<file path="src/rtl/pc_fetch_unit.sv">
// PC register and instruction-fetch sequencer for the RV32I single-cycle datapath.
// One fetch is in flight at a time; the fetched word is held until it retires.
//
// state | meaning
// IDLE  | one cycle after reset, no request
// REQ   | request valid, address held until memory accepts
// WAIT  | request accepted, waiting for the response word
// HOLD  | instruction presented to decode/execute until retire
// FAULT | misaligned next PC, fetch halted until reset
module pc_fetch_unit #(
  parameter int unsigned      XLEN         = 32,
  parameter logic [XLEN-1:0]  RESET_VECTOR = '0
) (
  input  logic            clk,
  input  logic            rst_n,
  output logic [XLEN-1:0] pc_o,
  input  logic [XLEN-1:0] pc_plus4_i,
  input  logic [XLEN-1:0] branch_target_i,
  input  logic            pc_src_i,
  output logic            imem_req_valid_o,
  output logic [XLEN-1:0] imem_req_addr_o,
  input  logic            imem_req_ready_i,
  input  logic            imem_rsp_valid_i,
  input  logic [XLEN-1:0] imem_rsp_data_i,
  output logic            instr_valid_o,
  output logic [XLEN-1:0] instr_o,
  output logic [XLEN-1:0] instr_pc_o,
  input  logic            instr_ready_i,
  output logic            misalign_fault_o
);

  localparam logic [XLEN-1:0] NOP = XLEN'(32'h0000_0013);

  typedef enum logic [2:0] {
    S_IDLE  = 3'd0,
    S_REQ   = 3'd1,
    S_WAIT  = 3'd2,
    S_HOLD  = 3'd3,
    S_FAULT = 3'd4
  } state_t;

  state_t          state_q, state_d;
  logic [XLEN-1:0] pc_q, pc_d;
  logic [XLEN-1:0] instr_q, instr_d;
  logic [XLEN-1:0] instr_pc_q, instr_pc_d;
  logic            fault_q, fault_d;
  logic            req_valid_q, req_valid_d;
  logic            instr_valid_q, instr_valid_d;
  logic [XLEN-1:0] next_pc;

  always_comb begin
    state_d    = state_q;
    pc_d       = pc_q;
    instr_d    = instr_q;
    instr_pc_d = instr_pc_q;
    fault_d    = fault_q;
    next_pc    = pc_src_i ? branch_target_i : pc_plus4_i;

    case (state_q)
      S_IDLE: state_d = S_REQ;
      S_REQ: begin
        if (imem_req_ready_i) state_d = S_WAIT;
      end
      S_WAIT: begin
        if (imem_rsp_valid_i) begin
          instr_d    = imem_rsp_data_i;
          instr_pc_d = pc_q;
          state_d    = S_HOLD;
        end
      end
      S_HOLD: begin
        if (instr_ready_i) begin
          // A misaligned target halts fetch and leaves the PC at the offending instruction.
          if (next_pc[1:0] != 2'b00) begin
            fault_d = 1'b1;
            state_d = S_FAULT;
          end else begin
            pc_d    = next_pc;
            state_d = S_REQ;
          end
        end
      end
      S_FAULT: state_d = S_FAULT;
      default: state_d = S_IDLE;
    endcase

    req_valid_d   = (state_d == S_REQ);
    instr_valid_d = (state_d == S_HOLD);
  end

  always_ff @(posedge clk or negedge rst_n) begin
    if (!rst_n) begin
      state_q       <= S_IDLE;
      pc_q          <= RESET_VECTOR;
      instr_q       <= NOP;
      instr_pc_q    <= RESET_VECTOR;
      fault_q       <= 1'b0;
      req_valid_q   <= 1'b0;
      instr_valid_q <= 1'b0;
    end else begin
      state_q       <= state_d;
      pc_q          <= pc_d;
      instr_q       <= instr_d;
      instr_pc_q    <= instr_pc_d;
      fault_q       <= fault_d;
      req_valid_q   <= req_valid_d;
      instr_valid_q <= instr_valid_d;
    end
  end

  assign pc_o             = pc_q;
  assign imem_req_addr_o  = pc_q;
  assign imem_req_valid_o = req_valid_q;
  assign instr_valid_o    = instr_valid_q;
  assign instr_o          = instr_q;
  assign instr_pc_o       = instr_pc_q;
  assign misalign_fault_o = fault_q;

endmodule

</file>
<file path="config.mk">
export PLATFORM = sky130hd
export DESIGN_NAME = pc_fetch_unit
export DESIGN_NICKNAME = d
export VERILOG_FILES = /design/src/rtl/pc_fetch_unit.sv
export SDC_FILE = /design/constraint.sdc
export NUM_CORES = 1
export LEC_CHECK = 0
export ABC_AREA = 0
export CORE_MARGIN = 2
export CORE_UTILIZATION = 44
export DETAILED_ROUTE_END_ITERATION = 7
export PLACE_DENSITY = 0.87
export SLEW_MARGIN = 10
export SYNTH_ARGS = -nofsm -noshare
export SYNTH_HDL_FRONTEND = slang
export SYNTH_SLANG_ARGS = --single-unit
</file>
<file path="constraint.sdc">
create_clock -name clk -period 4.2 [get_ports clk]
set_clock_uncertainty 0.2 [all_clocks]
set_input_delay 0.84 -clock clk [delete_from_list [all_inputs] [get_ports clk]]
set_output_delay 0.84 -clock clk [all_outputs]
set_load 0.03 [all_outputs]
</file>
==> impl_metrics.toml, run 1 <==
[drt]
drt_iter0_markers = 76
detail_route.vias_per_cell = 4.84
routedWlPerCell_um = 17.0
drc = 0
wirelength_um = 11000
ant_nets = 0
num_vias = 3117
drtPass1Iterations = 3

[global_route]
busiest_layer = "met2"
grt_pass1_vias = 3416
antenna_found_initial = 1
use_met1_pct = 22.7
met3_usage_pct = 4.50
met2_usage_pct = 36.2
grt_pass1_wl_um = 17600
grt_start_max_net_pins = 62
grt.total_usage_pct = 19.6
grt-ovfl-total = 0

[finish]
fin_area_sq_um = 6980
fillerInstances = 731
seq_area_sq_um = 2560
area_growth_pct = 50.2
utilization_pct = 67.9
multi_input_area_sq_um = 1690
layout.nets = 604
drive_above_1_share_pct = 17.2

[clock_network]
cts_buffers = 9
postCtsSetupBuffers = 0
worstSkewPairLatency_ns = 0.35
cts.sinks = 102
cts.repair.resized = 0
cts_tree = "built"
cts_root_buffer = "clkbuf_8"
hold_buffers = 0
clock_path_buffers = 2
cts.htree.levels = 3
clk_pin_slew_ns = 0.09

[run_status]
status = "completed"

[hold_path]
hp-class = "register to register"

[synth]
yosysUniqueCellTypes = 27
synth_seq_cells = 102
synth_top_cell_by_area = "dfrtp_1"
yosysMostFrequentCell = "dfrtp_1"
synth_edf_count = 0
syn-num-nets = 401
synthArstFlopShare_pct = 100
synth_top_cells_by_area = "dfrtp_1 (53%), mux2_1 (16%), mux2_4 (8.7%)"
synth.avg_cell_area_sq_um = 15.5
synth_top_area_share_pct = 53.3
synthCells = 299
ys_top_cells_by_count = "dfrtp_1 (99), mux2_1 (68), buf_4 (34), mux2_2 (30), mux2_4 (27)"
yosysSeqAreaShare_pct = 55.0
synth-main-ff-cell = "dfrtp_1"
yosys_warnings = 0
syn_area_sq_um = 4650

[floorplanning]
die_area_sq_um = 11400
chipHeight_um = 107
boundaryPins = 233
fp.coreArea_sq_um = 10300
fp.dieW_um = 107
fp-row-count = 37
start_util_pct = 45.2

[sta]
relSlewSlack_pct = 52.0
period_share_pct = 70.8
grt_setup_unrepaired = "false"
fin_crit_ns = 2.97
tightest_slew_ns = 0.720
max_freq_mhz = 336
finalSetupViolCount = 0
slew_violations = 0
setup_tns_ns = 0
final-hold-violation-count = 0

[critical_path]
cp.arrival_ns = 3.00
path_class = "input port to register"
cp-end-kind = "register"
critPathLaunchType = "input port"
required_ns = 4.23
cp_max_fo = 20

[pwr]
power.density_nw_per_um2 = 757
leakage_uw = 0.00297
vdd_ir_drop_max_mv = 0.424

[place]
post_dp_cell_area_sq_um = 6800
place_congestion = 0.759
dp_hpwl_um = 8460
io_buffers = 232

[job]
cap_violations = 0
per-stage QoR:
step,power (uW),instances,setup slack (ns),hold WS [ns]
6_report,5280,644,1.23,0.287
5_1_grt,5540,644,1.06,0.311
4_1_cts,5340,643,1.22,0.290
3_5_place_dp,4750,627,0.845,0.259
3_3_place_gp,4670,627,0.929,0.266
2_1_floorplan,3580,299,2.04,0.265
placed cells by master (no fill, tap or decap), drive strengths merged, types with 3 or more instances in the layout:
| cell type | count |
|---|---|
| mux2 | 125 |
| dfstp | 3 |
| buf | 8 |
| a21oi | 3 |
| clkbuf | 10 |
| inv | 3 |
| dfrtp | 99 |
| clkdlybuf4s50 | 231 |
| nand2b | 3 |
critical path, cell delays in order:
cell and delay, ns:
clkdlybuf4s50_1 0.43, buf_4 0.23, nor3_1 0.34, o21ba_2 0.54
buf_12 0.26, mux2_1 0.34
cells by family (layout without fill, tap and decap cells):
family / after synthesis / after routing / synth area share, %
flops: 102 / 102 / 55.0
simple gates: 17 / 17 / 2.58
mux: 125 / 125 / 32.5
compound gates: 8 / 8 / 1.21
buf+inv: 47 / 255 / 8.72
other cells: 0 / 1 / 0
worst paths after layout:
path | depth (start not counted) | slack [ns] | end | start
min | 1 | 0.29 | instr_pc_o[31]$_DFFE_PN0P_ | instr_pc_o[31]$_DFFE_PN0P_
max in group asynchronous | 2 | 2.68 | imem_req_addr_o[17]$_DFFE_PN0P_ | rst_n
min reg2reg | 1 | 0.29 | instr_pc_o[31]$_DFFE_PN0P_ | instr_pc_o[31]$_DFFE_PN0P_
min in group asynchronous | 1 | 0.34 | instr_o[15]$_DFFE_PN0P_ | rst_n
max | 6 | 1.23 | imem_req_addr_o[14]$_DFFE_PN0P_ | pc_src_i
max reg2reg | 4 | 1.98 | imem_req_addr_o[14]$_DFFE_PN0P_ | state_q[0]$_DFF_PN0_
sequential cells by signal, indices dropped and copies added (netlist names):
signal,count
imem_req_addr_o,32
imem_req_valid_o,1
instr_o,32
instr_pc_o,32
instr_valid_o,1
misalign_fault_o,1
state_q,3
routing by layer:
metal | share of wire, % | routed length (um) | vias to the layer above
met4 | 1.2 | 132 | 0
met5 | 0 | 0 | -
li1 | - | - | 1422
met2 | 52 | 5740 | 135
met3 | 6.9 | 753 | 13
met1 | 40 | 4350 | 1547
final cells by class:
cell class                      instances  area share (%)
Antenna cell                            1          0.0358
Tap cell                              136            2.44
Multi-Input combinational cell        150            24.1
Timing Repair Buffer                  239            34.2
Clock inverter                          6           0.771
Sequential cell                       102            36.6
Clock buffer                           10            1.83
power breakdown:
group	internal [uW]	leakage [uW]	total (uW)	switching, uW
combinational	1380	0.00162	2970	1580
sequential	1420	0.00127	1740	327
clock	227	0.0000894	572	345
total	3030	0.00297	5280	2260
(Power assumes the default switching activity.)
==> inputs of run 2 (changes only) <==
--- a/config.mk
+++ b/config.mk
@@ -7,9 +7,9 @@
 export LEC_CHECK = 0
 export ABC_AREA = 0
 export CORE_MARGIN = 2
-export CORE_UTILIZATION = 44
+export CORE_UTILIZATION = 37
 export DETAILED_ROUTE_END_ITERATION = 7
-export PLACE_DENSITY = 0.87
+export PLACE_DENSITY = 0.78
 export SLEW_MARGIN = 10
 export SYNTH_ARGS = -nofsm -noshare
 export SYNTH_HDL_FRONTEND = slang
==> constraint.sdc (replaced) <==
create_clock -name clk -period 2.5 [get_ports clk]
set_clock_uncertainty 0.2 [all_clocks]
set_input_delay 0.5 -clock clk [delete_from_list [all_inputs] [get_ports clk]]
set_output_delay 0.5 -clock clk [all_outputs]
set_load 0.03 [all_outputs]
==> run 2 against run 1 <==
Worst setup slack got worse by 0.96 ns. Critical path depth fell by 5. Clock-buffer cell count rose by 2. Via count fell by 0.55%. Total power rose by 77%. Routed wire length rose by 1.8%. Core utilization fell by 8.4 points. Register-to-register slack got worse by 1.4 ns.
==> impl_metrics.toml, run 2 (synthesis results as in run 1) <==
[pwr]
pwr-share-clk_pct = 14.9
p_sw_share_pct = 40.5
p_seq_share_pct = 31.3
vdd_ir_drop_max_mv = 0.703
p_switching_uw = 3780
power.density_nw_per_um2 = 1300
leakage_uw = 0.00306
p_total_uw = 9340
combinationalPowerShare_pct = 53.8
p_int_uw = 5560

[finish]
final_cell_mix = "clkdlybuf4s50_1 (231), dfrtp_1 (99), mux2_1 (68), mux2_2 (30), mux2_4 (27)"
drive_above_1_share_pct = 17.3
layout.nets = 606
diodes = 0
final_common_cell = "clkdlybuf4s50_1"
area_growth_pct = 55.1

[drt]
num_vias = 3100
detail_route.vias_per_cell = 4.58
ant_nets = 0
routedWlPerCell_um = 16.5
wirelength_um = 11200
drc = 0
drt_iter0_markers = 102
drtPass1Iterations = 4

[sta]
finalSetupViolCount = 0
relSlewSlack_pct = 74.6
fin_crit_ns = 2.24
max_freq_mhz = 447
grt_setup_unrepaired = "false"
slew_violations = 0
tightest_slew_ns = 0.381
period_share_pct = 89.5
final-hold-violation-count = 0
setup_tns_ns = 0

[clock_network]
cts_root_buffer = "clkbuf_16"
cts.htree.levels = 3
cts_tree = "built"
cts.sinks = 102
worstSkewPairLatency_ns = 0.34
cts_buffers = 9
clk_pin_slew_ns = 0.06
clock_path_buffers = 2

[critical_path]
cp_max_fo = 2
cp.arrival_ns = 1.54
crit_slowest_cell = "clkdlybuf4s50_1"
critPathLaunchType = "register"
max_stage_delay_ns = 0.68
path_buf_inv = 1
crit_path_cell_trace = "clkdlybuf4s50_1"
required_ns = 1.80
critPathTopFamily = "buffers and inverters"
cp-end-kind = "output pin"
path_class = "register to output pin"

[global_route]
grt-ovfl-total = 0
antenna_found_initial = 0
grt.total_usage_pct = 16.7
grt_pass1_vias = 3362
grt_start_max_net_pins = 51
grt_pass1_wl_um = 17200

[floorplanning]
boundaryPins = 233
die_area_sq_um = 13500
fp.dieW_um = 116
start_util_pct = 38.4
fp.coreArea_sq_um = 12100
fp-row-count = 40
chipHeight_um = 116

[job]
cap_violations = 0

[hold_path]
hp-class = "register to register"

[run_status]
status = "completed"

[place]
dp_hpwl_um = 8700
place_congestion = 0.743
io_buffers = 232
[run 2: cell types whose count changed in the layout (fill, tap and decap cells not counted), sizes merged]
| cell | before | now |
|---|---|---|
| clkbuf | 10 | 12 |
| diode | 1 | 0 |
| clkinvlp | 1 | 0 |
| buf | 8 | 9 |
| clkinv | 2 | 3 |
| dlygate4sd3 | 0 | 1 |
| bufinv | 0 | 1 |
| inv | 3 | 0 |
[run 2: timing repair]
| item | 4_1_cts | 5_1_grt |
|---|---|---|
| buffers inserted | 0 | 0 |
| hold buffers | 1 | 0 |
| hold endpoints to repair | 21 | 0 |
| gates resized for setup | 0 | 0 |
[run 2: per-layer routing]
metal	vias up	wire [um]	GRT usage (%)
met1	1529	4300	18.7
met2	136	5800	30.2
met4	0	160	5.87
met5	-	0	0
li1	1422	-	-
met3	13	910	4.97
[run 2: stage by stage]
| stage | util (%) | setup slack, ns | hold slack (ns) | instance area (sq um) | instances |
|---|---|---|---|---|---|
| floorplan | - | 0.679 | 0.00441 | 4650 | 299 |
| global placement | 56.9 | 0.128 | 0.208 | 6890 | 660 |
| detailed placement | 56.9 | 0.0830 | 0.214 | 6890 | 660 |
| CTS | 59.5 | 0.239 | 0.288 | 7210 | 677 |
| global route | 59.5 | 0.223 | 0.300 | 7210 | 677 |
| finish | 59.5 | 0.262 | 0.281 | 7210 | 677 |
[run 2: path summary, 6_finish.rpt]
check,start,end,slack (ns),depth (start not counted)
min in group asynchronous,rst_n,instr_o[29]$_DFFE_PN0P_,0.39,2
hold reg to reg,instr_pc_o[3]$_DFFE_PN0P_,instr_pc_o[3]$_DFFE_PN0P_,0.28,1
setup / recovery,instr_o[4]$_DFFE_PN1P_,instr_o[4],0.26,1
setup reg to reg,state_q[0]$_DFF_PN0_,imem_req_addr_o[15]$_DFFE_PN0P_,0.62,4
max in group asynchronous,rst_n,instr_o[4]$_DFFE_PN1P_,0.98,3
hold / removal,instr_pc_o[3]$_DFFE_PN0P_,instr_pc_o[3]$_DFFE_PN0P_,0.28,1
[run 2: power groups by stage]
stage               sequential (uW)  clock, uW  combinational (uW)
floorplan                      4210          0                1800
global placement               2910          0                5010
detailed placement             2960          0                5070
CTS                            2940       1440                5090
global route                   3030       1510                5260
finish                         2920       1390                5030
[run 2: layout make-up]
| cell class | count | area [sq um] |
|---|---|---|
| Fill cell | 1003 | 4910 |
| Sequential cell | 102 | 2560 |
| Timing Repair Buffer | 241 | 2450 |
| Multi-Input combinational cell | 150 | 1690 |
| Clock buffer | 12 | 256 |
| Tap cell | 168 | 210 |
| Clock inverter | 4 | 45.0 |
